[config.mk]
export PLATFORM = sky130hd
export DESIGN_NAME = clkdiv_rate_sched
export DESIGN_NICKNAME = d
export VERILOG_FILES = /design/src/rtl/clkdiv_rate_sched.sv
export SDC_FILE = /design/constraint.sdc
export NUM_CORES = 1
export LEC_CHECK = 0
export BUFFER_PORTS_ARGS = -buffer_cell sky130_fd_sc_hd__buf_4
export CAP_MARGIN = 5
export CORE_ASPECT_RATIO = 1.75
export CORE_MARGIN = 4
export CORE_UTILIZATION = 60
export CTS_CLUSTER_DIAMETER = 120
export DETAILED_ROUTE_END_ITERATION = 16
export PLACE_DENSITY = 0.74
export SLEW_MARGIN = 10
export SYNTH_ARGS = -nofsm -noshare
export SYNTH_HDL_FRONTEND = slang
export SYNTH_SLANG_ARGS = --single-unit
export TNS_END_PERCENT = 100
[constraint.sdc]
create_clock -name clk_src -period 10.58 [get_ports clk_src]
set_input_delay 1.058 -clock clk_src [delete_from_list [all_inputs] [get_ports clk_src]]
set_output_delay 1.058 -clock clk_src [all_outputs]
set_load 0.02 [all_outputs]
[src/rtl/clkdiv_rate_sched.sv]
// Fractional clock-enable generator with a programmable INC/MOD rate table and glitch-free rate switching.
// Optional hold handshake (hold_req/hold_ack) is built when CLKDIV_HOLD_EN is defined.
module clkdiv_rate_sched #(
    parameter int ACC_W     = 28,
    parameter int NUM_SLOTS = 4,
    parameter int DEF_INC   = 3579545,
    parameter int DEF_MOD   = 62500000,
    localparam int SW       = $clog2(NUM_SLOTS)
) (
    input  logic             clk_src,
    input  logic             reset_n,
    input  logic             cfg_we,
    input  logic [SW-1:0]    cfg_slot,
    input  logic [ACC_W-1:0] cfg_inc,
    input  logic [ACC_W-1:0] cfg_mod,
    output logic             cfg_err,
    input  logic             sel_valid,
    input  logic [SW-1:0]    sel_slot,
    output logic             sel_ready,
    output logic [SW-1:0]    active_slot,
`ifdef CLKDIV_HOLD_EN
    input  logic             hold_req,
    output logic             hold_ack,
`endif
    output logic             clk_en,
    output logic             clk_out
);

    typedef enum logic [1:0] {ST_RUN, ST_PEND, ST_SWITCH, ST_HOLD} state_t;

    state_t           state_q, state_d;
    logic [ACC_W-1:0] tbl_inc_q [NUM_SLOTS];
    logic [ACC_W-1:0] tbl_mod_q [NUM_SLOTS];
    logic [ACC_W-1:0] tbl_inc_d [NUM_SLOTS];
    logic [ACC_W-1:0] tbl_mod_d [NUM_SLOTS];
    logic [ACC_W-1:0] run_inc_q, run_inc_d, run_mod_q, run_mod_d;
    logic [ACC_W-1:0] acc_q, acc_d, acc_nxt;
    logic [SW-1:0]    pend_slot_q, pend_slot_d, active_slot_q, active_slot_d;
    logic             clk_en_q, clk_en_d, clk_out_q, clk_out_d, cfg_err_q, cfg_err_d;
    logic             cfg_ok, wrap;
    logic [ACC_W:0]   sum;

    always_comb begin
        cfg_ok    = (cfg_mod != '0) && (cfg_inc < cfg_mod);
        cfg_err_d = cfg_we && !cfg_ok;
        for (int i = 0; i < NUM_SLOTS; i++) begin
            tbl_inc_d[i] = tbl_inc_q[i];
            tbl_mod_d[i] = tbl_mod_q[i];
        end
        if (cfg_we && cfg_ok) begin
            tbl_inc_d[cfg_slot] = cfg_inc;
            tbl_mod_d[cfg_slot] = cfg_mod;
        end

        // Valid config keeps acc < mod, so a single conditional subtract suffices.
        sum     = {1'b0, acc_q} + {1'b0, run_inc_q};
        wrap    = sum >= {1'b0, run_mod_q};
        acc_nxt = wrap ? ACC_W'(sum - {1'b0, run_mod_q}) : sum[ACC_W-1:0];

        state_d       = state_q;
        acc_d         = acc_q;
        clk_en_d      = 1'b0;
        run_inc_d     = run_inc_q;
        run_mod_d     = run_mod_q;
        pend_slot_d   = pend_slot_q;
        active_slot_d = active_slot_q;

        case (state_q)
            ST_RUN: begin
                acc_d    = acc_nxt;
                clk_en_d = wrap;
                if (sel_valid) begin
                    pend_slot_d = sel_slot;
                    state_d     = ST_PEND;
                end
`ifdef CLKDIV_HOLD_EN
                else if (hold_req && clk_en_q) begin
                    // Freeze on the pulse boundary so the phase resumes untouched.
                    state_d  = ST_HOLD;
                    acc_d    = acc_q;
                    clk_en_d = 1'b0;
                end
`endif
            end
            ST_PEND: begin
                if (clk_en_q || run_inc_q == '0) begin
                    state_d = ST_SWITCH;
                end else begin
                    acc_d    = acc_nxt;
                    clk_en_d = wrap;
                end
            end
            ST_SWITCH: begin
                // Reads the post-write table, so a same-cycle write to pend_slot wins.
                run_inc_d     = tbl_inc_d[pend_slot_q];
                run_mod_d     = tbl_mod_d[pend_slot_q];
                acc_d         = '0;
                active_slot_d = pend_slot_q;
                state_d       = ST_RUN;
            end
`ifdef CLKDIV_HOLD_EN
            ST_HOLD: begin
                if (!hold_req) state_d = ST_RUN;
            end
`else
            default: state_d = ST_RUN;
`endif
        endcase

        clk_out_d = clk_out_q ^ clk_en_d;
    end

    always_ff @(posedge clk_src or negedge reset_n) begin
        if (!reset_n) begin
            state_q       <= ST_RUN;
            run_inc_q     <= ACC_W'(DEF_INC);
            run_mod_q     <= ACC_W'(DEF_MOD);
            acc_q         <= '0;
            pend_slot_q   <= '0;
            active_slot_q <= '0;
            clk_en_q      <= 1'b0;
            clk_out_q     <= 1'b0;
            cfg_err_q     <= 1'b0;
            for (int i = 0; i < NUM_SLOTS; i++) begin
                tbl_inc_q[i] <= ACC_W'(DEF_INC);
                tbl_mod_q[i] <= ACC_W'(DEF_MOD);
            end
        end else begin
            state_q       <= state_d;
            run_inc_q     <= run_inc_d;
            run_mod_q     <= run_mod_d;
            acc_q         <= acc_d;
            pend_slot_q   <= pend_slot_d;
            active_slot_q <= active_slot_d;
            clk_en_q      <= clk_en_d;
            clk_out_q     <= clk_out_d;
            cfg_err_q     <= cfg_err_d;
            for (int i = 0; i < NUM_SLOTS; i++) begin
                tbl_inc_q[i] <= tbl_inc_d[i];
                tbl_mod_q[i] <= tbl_mod_d[i];
            end
        end
    end

    assign sel_ready   = (state_q == ST_RUN);
    assign active_slot = active_slot_q;
    assign clk_en      = clk_en_q;
    assign clk_out     = clk_out_q;
    assign cfg_err     = cfg_err_q;
`ifdef CLKDIV_HOLD_EN
    assign hold_ack    = (state_q == ST_HOLD);
`endif

endmodule
* Yosys cells after proc, flatten, opt, wreduce, memory -nomap -nowiden
Index checks and enable logic that the tools add are counted.
Word-level totals: register bits after elaboration 317
Cells by class: multiplexer cells 20, bitwise operators 3, equal/unequal tests 5, order comparisons 5, add/subtract/negate cells 2, reduce and logical (&&, ||, !) cells 13
Operator list (number):
- bitwise mux 112 bit | 2
- two-way mux 112 bit | 2
- two-way mux 28 bit | 7
- binary-select mux 28 bit (select 2 bit) | 2
- case mux 28 bit (3 select lines) | 1
- demux 28 bit (select 2 bit) | 1
- adder 28 x 28 -> 29 bit | 1
- >= comparator 29 x 28 -> 1 bit | 1
- logical NOT 28 bit | 1
- < comparator 28 bit | 1
- nonzero test 28 bit | 1
- subtractor 28 bit | 1
- >= comparator 3 bit (second input constant) | 2
- != test 2 bit (second input constant) | 3
- NOT 2 -> 3 bit | 2
- AND reduction 2 bit | 3
- logical AND 1 bit | 4
- two-way mux 2 bit | 2
- case mux 2 bit (2 select lines) | 1
- < comparator 3 x 1 -> 1 bit (second input constant) | 1
- nonzero test 3 bit | 1
- == test 2 x 1 -> 1 bit (second input constant) | 1
- == test 2 bit (second input constant) | 1
- logical NOT 2 bit | 1
- other kinds (5) | 5

* Logic depth before layout (Yosys ltp)
Gate-level depths: netlist of run 1.
depth in word-level cells 10, gate-level depth with buffers 21, gate-level depth less buffers 20

* Worst setup path before layout of run 1
No wires, ideal clock.
kind register -> register, start point reg run_inc_q[0], end point reg acc_q[18], buffers on the path 1, arrival 4.106 ns, setup time 0.133 ns, cell stages (with the launch flop) 21, path slack 6.341 ns, path through dfstp_2 ha_1 fa_1 a211oi_1 o21bai_1 a21oi_1 o21ai_0 a21oi_1 xnor2_1 ha_1 o21a_1 nor2_1 o22ai_1 o31ai_2 a21oi_2 o211ai_2 o21ai_2 a211oi_4 buf_4 mux2i_1 o21ai_1
Between the ends: word-level cells in the longest chain between the ends 5, elaborated cells between the ends (all ways) 10, those cells by class add/sub (2); order compare (1); eq/ne (1); mux (3); reduce/logical (3)
RTL lines:
- start: declaration | line 36 | logic [ACC_W-1:0] run_inc_q, run_inc_d, run_mod_q, run_mod_d;
- start signal: assignment | line 116 | run_inc_q <= ACC_W'(DEF_INC);
- start signal: assignment | line 130 | run_inc_q <= run_inc_d;
- adder 28 x 28 -> 29 bit | line 56 | sum = {1'b0, acc_q} + {1'b0, run_inc_q};
- subtractor 28 bit or >= comparator 29 x 28 -> 1 bit (tied branches) | line 58, 57
- two-way mux 28 bit | line 58 | acc_nxt = wrap ? ACC_W'(sum - {1'b0, run_mod_q}) : sum[ACC_W-1:0];
- two-way mux 28 bit | line 86 | if (clk_en_q || run_inc_q == '0) begin
- case mux 28 bit (3 select lines) | line 68 | case (state_q)
- end signal: assignment | line 118 | acc_q <= '0;
- end signal: assignment | line 132 | acc_q <= acc_d;
- end: declaration | line 37 | logic [ACC_W-1:0] acc_q, acc_d, acc_nxt;
Parallel ways exist; a longest one is shown, timed or not. The select of a mux whose other input is x is not followed. A chain may end at the register's enable or synchronous reset.

* Worst setup path after layout of run 1
start point reg run_inc_q[0], end point reg acc_q[24]
Same word-level chain as after synthesis.

==> results by group, run 1 <==
Worst setup path
  – Reg2Reg Setup Slack: 4.96 ns
  – Worst Setup End Kind: flop
  – Crit Path Category: reg2reg
  – Critical path startpoint category: flop
  – Crit path DAT: 6.07 ns
  – Worst path required time: 11.02 ns
  – CP max FO: 24

Synth
  – Ys async rst share: 100%
  – EDFF count, synth: 0
  – Yosys cell types: 72
  – Simple-gate portion of the synthesized area: 8.34%
  – Mux cell area share after synthesis: 14.2%
  – Complex-gate fraction of the synthesized area: 18.7%
  – Dominant combinational cell family by area after synthesis: compound AO/OA/AOI/OAI gates
  – Synth warn: 0
  – Register area share after synthesis: 46.3%
  – Predominant post-synthesis flop cell: dfrtp_1
  – Mapped Cells: 1590
  – Mean post-synth cell area: 11.0 µm²
  – Synth Area in XOR/XNOR: 2.55%
  – Number of synthesized register bits: 317
  – Post-Syn Nets: 1739
  – Post-synthesis adder-cell area fraction: 6.17%
  – Synth Cell Area: 17500 µm²

Placement
  – Detail Placement HPWL: 32800 µm
  – RD Place Congestion: 0.958
  – Dpl ws: 5.00 ns
  – IO Port Bufs: 69

Floorplan
  – # rows: 82
  – Die width: 137 µm
  – Effective utilization at floorplan: 60.9%
  – Die Y: 234 µm
  – Core ar.: 28700 µm²
  – Io pins: 70
  – Die area: 32000 µm²

STA
  – Worst rel slew slack: 32.4%
  – Worst slew pin tran: 1.01 ns
  – Fin crit share: 53.2%
  – Worst setup margin: 4.96 ns
  – Hold Vio Cnt, Final: 0
  – Worst clock skew: 0.0149 ns
  – Setup TNS: 0 ns
  – Min cycle time layout: 5.62 ns
  – RSZ-0062 raised after global routing: no
  – WHS: 0.478 ns
  – Count of final setup violators: 0
  – F_max: 178 MHz
  – Slew Limit Fails: 0

Clocking
  – CTS max path bufs: 3
  – Max H-tree Level: 1
  – Worst-Skew Late Latency: 0.58 ns
  – CTS Buf Count: 30
  – Post-CTS setup buffers: 0
  – CTS sink cnt: 317
  – # hold bufs at CTS: 0
  – Post-cts resize count: 0
  – TritonCTS clock tree: yes
  – Clk slew on worst S/H paths: 0.07 ns
  – CTS Root Cell: clkbuf_16

Global routing
  – Largest net degree at the start of global routing: 96
  – Initial antenna violation count: 0
  – Gr usage total: 31.0%
  – GRT overflow: 0
  – Vias in the first global route: 13.8k
  – First-pass GRT wire length: 76900 µm

Route
  – Vias/cell: 6.66
  – Drt first pass iters: 5
  – Antenna viol nets, final: 0
  – DRC Markers: 0
  – WL/cell: 24.4 µm
  – Vias: 13.5k
  – Final WL: 49400 µm
  – 1st-iter DRT viols: 987

Finish
  – Layout cell share with drive strength beyond 1: 29.8%
  – NumNets Final: 1770
  – Antenna cells: 0
  – Final core utilization: 67.6%
  – Area growth from synthesis to layout: 11.1%

Min path
  – Worst hold path type: in2async

Run
  – Max cap viols: 0

Status
  – Outcome: finished clean
[final cells by class]
type                            count  area [µm²]
Multi-Input combinational cell   1114        8790
Sequential cell                   317        8100
Clock inverter                     16         249
Fill cell                        2231        9290
Inverter                           69         259
Clock buffer                       40         890
Tap cell                          378         473
Timing Repair Buffer               89         676
[kinds of logic (layout without fill, tap and decap cells)]
logic type               count (synthesis)  count (layout)
flip-flops                             317             317
multiplexers                           223             223
adder cells (fa/ha/maj)                 85              85
AO/OA/AOI/OAI                          439             439
buffers and inverters                  159             214
AND/OR/NAND/NOR                        316             316
XOR/XNOR                                51              51
[worst max-delay path, cell delays in order, from the launching register on]
cell,delay (ns)
dfstp_2,0.38
ha_1,0.22
fa_1,0.45
a211oi_1,0.33
o21bai_1,0.13
a21oi_1,0.23
o21ai_0,0.13
a21oi_1,0.18
xnor2_1,0.17
ha_1,0.32
o21a_1,0.13
nor2_1,0.19
o22ai_1,0.16
o31ai_2,0.33
a21oi_2,0.14
o211ai_2,0.30
o21ai_2,0.15
a211oi_4,0.43
buf_4,0.45
or2_0,0.50
o221ai_2,0.17
[path summary, 6_finish.rpt]
kind | depth (start not counted) | startpoint | endpoint
min | 1 | reset_n | tbl_inc_q[51]
max | 20 | run_inc_q[0] | acc_q[24]
min reg2reg | 1 | active_slot[1] | active_slot[1]
max in group asynchronous | 2 | reset_n | tbl_inc_q[36]
max reg2reg | 20 | run_inc_q[0] | acc_q[24]
min in group clk_src | 1 | active_slot[1] | active_slot[1]
[per-layer routing]
metal	track usage, %	routed length, µm	vias to the layer above
met5	0	0	-
met4	12.2	1850	0
met3	3.61	2830	107
met2	52.7	25000	477
met1	40.4	19700	6891
li1	-	-	6002
[cells in the mapped netlist, types with 19 or more instances]
master      n  share of area (%)
dfrtp_1   187                 27
mux2_2    184                 12
o221ai_1  138                6.9
dfstp_2   130                 20
nand2_1   104                2.2
nor2_1     99                2.1
ha_1       83                5.9
inv_1      69                1.5
o21a_1     64                2.7
o21ai_0    49                1.4
a21oi_1    48                1.4
clkbuf_1   40               0.86
buf_2      38                1.1
xnor2_1    33                1.7
o211ai_1   30                1.3
a21o_1     25                1.1
o21ai_1    25               0.72
mux2i_1    24                1.4
nor4_1     20               0.72
nand3_1    19               0.54
[state kept, by name, indices dropped and copies added (netlist names)]
signal,cells
tbl_inc_q,112
tbl_mod_q,112
acc_q,28
run_inc_q,28
run_mod_q,28
active_slot,2
pend_slot_q,2
state_q,2
cfg_err,1
clk_en,1
clk_out,1
[through the flow]
| stage | instance area [µm²] | cells |
|---|---|---|
| CTS | 19400 | 2023 |
| floorplan | 17500 | 1590 |
| global route | 19400 | 2023 |
| finish | 19400 | 2023 |
| detailed placement | 18300 | 1967 |
| global placement | 18300 | 1967 |
[layout by cell type (no fill, tap or decap), types with 11 or more instances in the layout]
cell type and instances:
dfrtp_1 187, mux2_2 184, o221ai_1 138, dfstp_2 130
nand2_1 104, nor2_1 95, buf_4 88, ha_1 83
inv_1 69, o21a_1 64, o21ai_0 49, a21oi_1 48
xnor2_1 33, clkbuf_16 31, o211ai_1 30, a21o_1 25
o21ai_1 24, mux2i_1 24, nor4_1 20, nand3_1 19
xor2_1 18, mux2_1 15, nor2b_1 11
Power of run 1 is not shown: default switching activity piles up to over one toggle a cycle in this logic, so the estimate is an artifact.
==> run 2: changes to the inputs <==
--- a/config.mk
+++ b/config.mk
@@ -9,10 +9,10 @@
 export CAP_MARGIN = 5
 export CORE_ASPECT_RATIO = 1.75
 export CORE_MARGIN = 4
-export CORE_UTILIZATION = 60
+export CORE_UTILIZATION = 57
 export CTS_CLUSTER_DIAMETER = 120
 export DETAILED_ROUTE_END_ITERATION = 16
-export PLACE_DENSITY = 0.74
+export PLACE_DENSITY = 0.73
 export SLEW_MARGIN = 10
 export SYNTH_ARGS = -nofsm -noshare
 export SYNTH_HDL_FRONTEND = slang
==> constraint.sdc (replaced) <==
create_clock -name clk_src -period 4.63 [get_ports clk_src]
set_input_delay 0.463 -clock clk_src [delete_from_list [all_inputs] [get_ports clk_src]]
set_output_delay 0.463 -clock clk_src [all_outputs]
set_load 0.02 [all_outputs]
==> run 2 against run 1 <==
Net effect:
- die area is 5.0% higher
- register-to-register slack worse by 5.0 ns
- the run now ends with setup timing left
- critical path type unchanged
- critical endpoint is now acc_q[9]
- via count rose by 3.5%
- fmax is 21% higher
- wire length is 5.9% higher
- critical path depth is 2 higher
- clock-buffer cell count increased by 4
- flip-flop and latch count stayed put
==> results by group, run 2 (synthesis results as in run 1) <==
Floorplan
  – Io pins: 70 (unchanged)
  – Effective utilization at floorplan: 58.0% (-2.9 points)
  – Core ar.: 30200 µm² (+5.0%)
  – Die width: 140 µm (+2.4%)
  – Die Y: 240 µm (+2.5%)
  – Die area: 33700 µm² (+5.0%)
  – # rows: 84 (+2.4%)

STA
  – Slew Limit Fails: 0 (unchanged)
  – Fin crit share: 100% (+47 points)
  – Setup TNS: -0.0150 ns (-0.0150 ns)
  – Count of final setup violators: 1 (+1)
  – Worst clock skew: 0.0241 ns (+0.00919 ns)
  – F_max: 215 MHz (+21%)
  – Min cycle time layout: 4.64 ns (-0.979 ns)
  – Worst setup margin: -0.0150 ns (-4.97 ns)
  – Hold Vio Cnt, Final: 0 (unchanged)
  – Worst slew pin tran: 1.03 ns (+0.0265 ns)
  – Worst rel slew slack: 31.1% (-1.3 points)
  – RSZ-0062 raised after global routing: yes

Finish
  – NumNets Final: 1844 (+4.2%)
  – Most frequent cells in the layout: dfrtp_1, mux2_2, buf_4, o221ai_1, dfstp_2
  – Largest regs: tbl_inc_q: 112 flops, tbl_mod_q: 112 flops
  – Filler Cell Count: 2306 (+3.4%)
  – Commonest non-fill, non-tap cell in the layout: dfrtp_1
  – Post-Layout Inst Area: 20300 µm² (+4.6%)
  – Area growth from synthesis to layout: 16.2%
  – Layout Cells excl Fill: 2106 (+4.1%)
  – Antenna cells: 0 (unchanged)
  – Layout cell share with drive strength beyond 1: 34.6% (+4.8 points)

Placement
  – Placed cell area: 18800 µm² (+2.9%)
  – Dpl ws: -0.0891 ns (-5.09 ns)
  – IO Port Bufs: 69 (unchanged)
  – Inst Count DP: 2026 (+3.0%)
  – RD Place Congestion: 0.949 (-0.87%)
  – Detail Placement HPWL: 34000 µm (+3.6%)

Clocking
  – Worst-Skew Late Latency: 0.59 ns (about the same)
  – Clk slew on worst S/H paths: 0.07 ns (about the same)
  – CTS Buf Count: 30 (unchanged)
  – TritonCTS clock tree: yes
  – CTS sink cnt: 317 (unchanged)
  – CTS max path bufs: 3 (unchanged)
  – CTS Root Cell: clkbuf_16
  – Max H-tree Level: 1 (unchanged)

Route
  – Vias/cell: 6.62 (-0.56%)
  – Final WL: 52300 µm (+5.9%)
  – Drt first pass iters: 5 (unchanged)
  – 1st-iter DRT viols: 1031 (+4.5%)
  – DRC Markers: 0 (unchanged)
  – Vias: 14.0k (+3.5%)
  – Antenna viol nets, final: 0 (unchanged)
  – WL/cell: 24.8 µm (+1.7%)

Worst setup path
  – CP max FO: 5 (-79%)
  – Crit Path Category: reg2reg
  – Reg-to-reg startpoint: run_inc_q[0]
  – Reg2Reg Setup Slack: -0.01 ns (-4.97 ns)
  – Worst Setup End Kind: flop
  – Critical path startpoint category: flop
  – CP max stage delay: 0.55 ns (+0.05 ns)
  – Reg2Reg Depth: 22 (+10%)
  – Crit path DAT: 5.11 ns (-0.96 ns)
  – Worst path required time: 5.10 ns (-5.92 ns)
  – Slowest CP cell: dfstp_2
  – Delay-heaviest family, CP: compound AO/OA/AOI/OAI gates
  – Worst R2R End: acc_q[9]
  – Worst-path cell chain: ha_4, fa_2, a211oi_2, buf_4, o21a_1, o31ai_2, o21ai_2, buf_6, o31ai_4, a21o_1, a21oi_2, xnor2_1, ha_1, a21oi_2, nand2b_1, o211ai_2, o21ai_2, a211oi_4, buf_6, buf_8, mux2i_2, o21ai_1
  – Bufs and invs on worst path: 4 (+3)

Status
  – Failing checks: setup timing
  – Outcome: finished, violations left

Min path
  – Min-delay src: sel_slot[1]
  – Hold EP: pend_slot_q[1]
  – Hold Path Depth: 2
  – Worst hold path type: in2reg

Global routing
  – GRT overflow: 0 (unchanged)
  – Vias in the first global route: 14.4k (+4.4%)
  – Initial antenna violation count: 0 (unchanged)
  – Gr usage total: 30.3% (-0.66 points)
  – Largest net degree at the start of global routing: 122 (+27%)
  – First-pass GRT wire length: 80300 µm (+4.4%)

Run
  – Max cap viols: 0 (unchanged)
run 2: routing by layer:
metal	wire length (µm)	vias to the layer above	track usage [%]
met5	0	-	0
li1	-	6162	-
met1	20100	7118	37.0
met4	3000	0	16.9
met3	3280	146	4.79
met2	25900	525	51.1
run 2: per-stage QoR:
| stage | hold WS (ns) | utilization, % |
|---|---|---|
| floorplan | 0.167 | - |
| global placement | 0.462 | 62.4 |
| detailed placement | 0.471 | 62.4 |
| CTS | 0.116 | 67.0 |
| global route | 0.117 | 67.4 |
| finish | 0.127 | 67.4 |
run 2: how the worst max path moves through the flow:
stage                              from        end  cells after the start
final                      run_inc_q[0]   acc_q[9]                     22
after global routing       run_inc_q[0]   acc_q[9]                     21
after detailed placement   run_inc_q[1]  acc_q[27]                     17
after floorplan            run_inc_q[0]  acc_q[18]                     20
after CTS                 run_inc_q[11]   acc_q[0]                     20
after global placement     run_inc_q[1]  acc_q[27]                     17
run 2: cell type report:
type                       instances  area, µm²  area share, %
clock buffer                      44        915           4.50
clock inverter                    12        104          0.511
inverter                          69        259           1.27
multi-input combinational       1114       9050           44.5
sequential                       317       8100           39.8
tap                              387        484           2.38
timing repair buffer             163       1420           6.97
run 2: repair_timing:
action | 4_1_cts | 5_1_grt
buffers inserted | 17 | 7
cloned | 2 | 1
pin swaps | 20 | 27
gates resized for setup | 30 | 32
endpoints found under the setup margin | 29 | 30
hold buffers | 1 | 0
endpoints found under the hold margin | 8 | 0
Power of run 2 is left out for the same reason.
==> run 3: changes to the inputs <==
--- a/config.mk
+++ b/config.mk
@@ -8,7 +8,7 @@
 export BUFFER_PORTS_ARGS = -buffer_cell sky130_fd_sc_hd__buf_4
 export CAP_MARGIN = 5
 export CORE_ASPECT_RATIO = 1.75
-export CORE_MARGIN = 4
+export CORE_MARGIN = 1
 export CORE_UTILIZATION = 57
 export CTS_CLUSTER_DIAMETER = 120
 export DETAILED_ROUTE_END_ITERATION = 16
==> run 3 against run 2 <==
Net effect:
- the run ends with hold timing, setup timing left
- via count is 0.74% lower
- register-to-register slack worse by 0.06 ns
- global-route usage is 2.0 points higher
- critical path type unchanged
- highest routed layer unchanged
==> results by group, run 3 (synthesis results as in run 1) <==
Global routing
  – Global routing's busiest layer: met2
  – GR Layer Usage met3: 4.67% (-0.13 points)
  – Met1 Resource Use GR: 40.3% (+3.3 points)
  – Initial antenna violation count: 0 (unchanged)
  – Largest net degree at the start of global routing: 131 (+7.4%)
  – GR Util met2: 55.1% (+4.0 points)
  – GRT overflow: 0 (unchanged)
  – Gr usage total: 32.3% (+2.0 points)
  – First-pass GRT wire length: 77600 µm (-3.3%)
  – Vias in the first global route: 14.0k (-2.8%)

Worst setup path
  – Worst-path cell chain: ha_4, fa_2, a211oi_2, buf_4, o21a_1, o31ai_4, o21ai_2, buf_6, o31ai_4, a31oi_2, o21ai_1, xor2_1, ha_1, a21oi_2, o211ai_1, a31o_2, a211oi_4, buf_6, buf_12, mux2i_2, a22o_1
  – Reg2Reg Depth: 21 (-4.5%)
  – Worst path required time: 5.14 ns (+0.04 ns)
  – Worst Setup End Kind: flop
  – Slowest CP cell: dfstp_2
  – Crit Path Category: reg2reg
  – Crit path DAT: 5.21 ns (+0.10 ns)
  – Critical path startpoint category: flop
  – CP max stage delay: 0.57 ns (+0.02 ns)
  – CP max FO: 5 (unchanged)

Route
  – Antenna viol nets, final: 0 (unchanged)
  – Vias: 13.8k (-0.74%)
  – Drt first pass iters: 5 (unchanged)
  – WL/cell: 24.0 µm (-3.4%)
  – Final WL: 50600 µm (-3.3%)
  – 1st-iter DRT viols: 881 (-15%)
  – Vias/cell: 6.57 (-0.88%)
  – DRC Markers: 0 (unchanged)

Clocking
  – CTS sink cnt: 317 (unchanged)
  – Clk slew on worst S/H paths: 0.07 ns (about the same)
  – Worst-Skew Late Latency: 0.58 ns (about the same)
  – TritonCTS clock tree: yes
  – CTS Buf Count: 30 (unchanged)
  – CTS Root Cell: clkbuf_16
  – # hold bufs at CTS: 0 (-1)
  – CTS max path bufs: 3 (unchanged)
  – Max H-tree Level: 1 (unchanged)

Min path
  – Worst hold path type: in2async

Placement
  – RD Place Congestion: 0.949 (about the same)
  – Dpl ws: -0.0972 ns (-0.00809 ns)
  – IO Port Bufs: 69 (unchanged)
  – Detail Placement HPWL: 32200 µm (-5.2%)

STA
  – F_max: 213 MHz (-1.2%)
  – Worst setup margin: -0.0713 ns (-0.0564 ns)
  – Min cycle time layout: 4.70 ns (+0.0564 ns)
  – Worst rel slew slack: 26.1% (-5.0 points)
  – Worst clock skew: 0.0110 ns (-0.0130 ns)
  – Worst slew pin tran: 1.11 ns (+0.0745 ns)
  – Fin crit share: 102% (+1.2 points)
  – Setup TNS: -0.644 ns (-0.629 ns)
  – Count of final setup violators: 17 (+16)
  – Hold Vio Cnt, Final: 5 (+5)
  – WHS: -0.0386 ns (-0.165 ns)
  – RSZ-0062 raised after global routing: yes
  – Slew Limit Fails: 0 (unchanged)

Floorplan
  – Die Y: 234 µm (-2.5%)
  – Die area: 31400 µm² (-6.7%)
  – Die width: 134 µm (-4.3%)
  – Core ar.: 30200 µm² (unchanged)
  – Effective utilization at floorplan: 58.0% (unchanged)
  – # rows: 84 (unchanged)
  – Io pins: 70 (unchanged)

Status
  – Outcome: finished, violations left
  – Failing checks: hold timing, setup timing

Run
  – Max cap viols: 0 (unchanged)

Finish
  – NumNets Final: 1847 (+0.16%)
  – Antenna cells: 0 (unchanged)
  – Layout cell share with drive strength beyond 1: 35.0% (+0.35 points)
  – Largest regs: tbl_inc_q: 112 flops, tbl_mod_q: 112 flops
  – Most frequent cells in the layout: dfrtp_1, mux2_2, buf_4, o221ai_1, dfstp_2
  – Commonest non-fill, non-tap cell in the layout: dfrtp_1
  – Area growth from synthesis to layout: 16.9%
run 3: what timing repair did:
item / 4_1_cts / 5_1_grt
endpoints found under the setup margin: 29 / 30
gates resized for setup: 9 / 54
cloned: 1 / 3
buffers inserted: 3 / 13
pin swaps: 6 / 40
hold endpoints to repair: 0 / 0
run 3: final timing paths:
path	slack (ns)	from	to
setup / recovery	-0.07	run_inc_q[0]	acc_q[0]
hold / removal	-0.04	reset_n	tbl_inc_q[78]
setup reg to reg	-0.07	run_inc_q[0]	acc_q[0]
hold reg to reg	0.48	tbl_mod_q[107]	tbl_mod_q[107]
max in group asynchronous	3.46	reset_n	tbl_inc_q[67]
min in group clk_src	0.13	sel_slot[1]	pend_slot_q[1]
run 3: worst max-delay path, delay by kind of cell (launching register included):
family | cells | cell delay (ns)
muxes | 1 | 0.21
buffers and inverters | 4 | 0.62
xor gates and xnor gates | 1 | 0.20
adders and majority gates | 3 | 0.68
AOI/OAI and AO/OA | 12 | 2.35
DFF | 1 | 0.57
run 3: cell type report:
type / instances / area (µm²)
multi-input cells: 1114 / 9090
flip-flops and latches: 317 / 8100
inverters: 69 / 259
well taps: 387 / 484
repair buffers: 166 / 1500
fillers: 2248 / 9720
clock buffers: 46 / 922
clock inverters: 10 / 98.8
run 3: stage by stage:
step	cell area (µm²)	std cells	util (%)	hold slack, ns
after floorplan	17500	1590	-	0.167
after global placement	18900	2033	62.6	0.463
after detailed placement	18900	2033	62.6	0.472
after CTS	20000	2093	66.3	0.0655
after global routing	20400	2109	67.8	0.0970
final	20400	2109	67.8	-0.0386
run 3: per-layer routing:
metal  wire length [µm]  vias up  share of wire [%]
met5                  0        -                  0
met4               2270        0                4.5
met3               2940      140                5.8
met2              25000      508                 50
met1              20300     7054                 40
li1                   -     6146                  -
Power of run 3 is left out for the same reason.
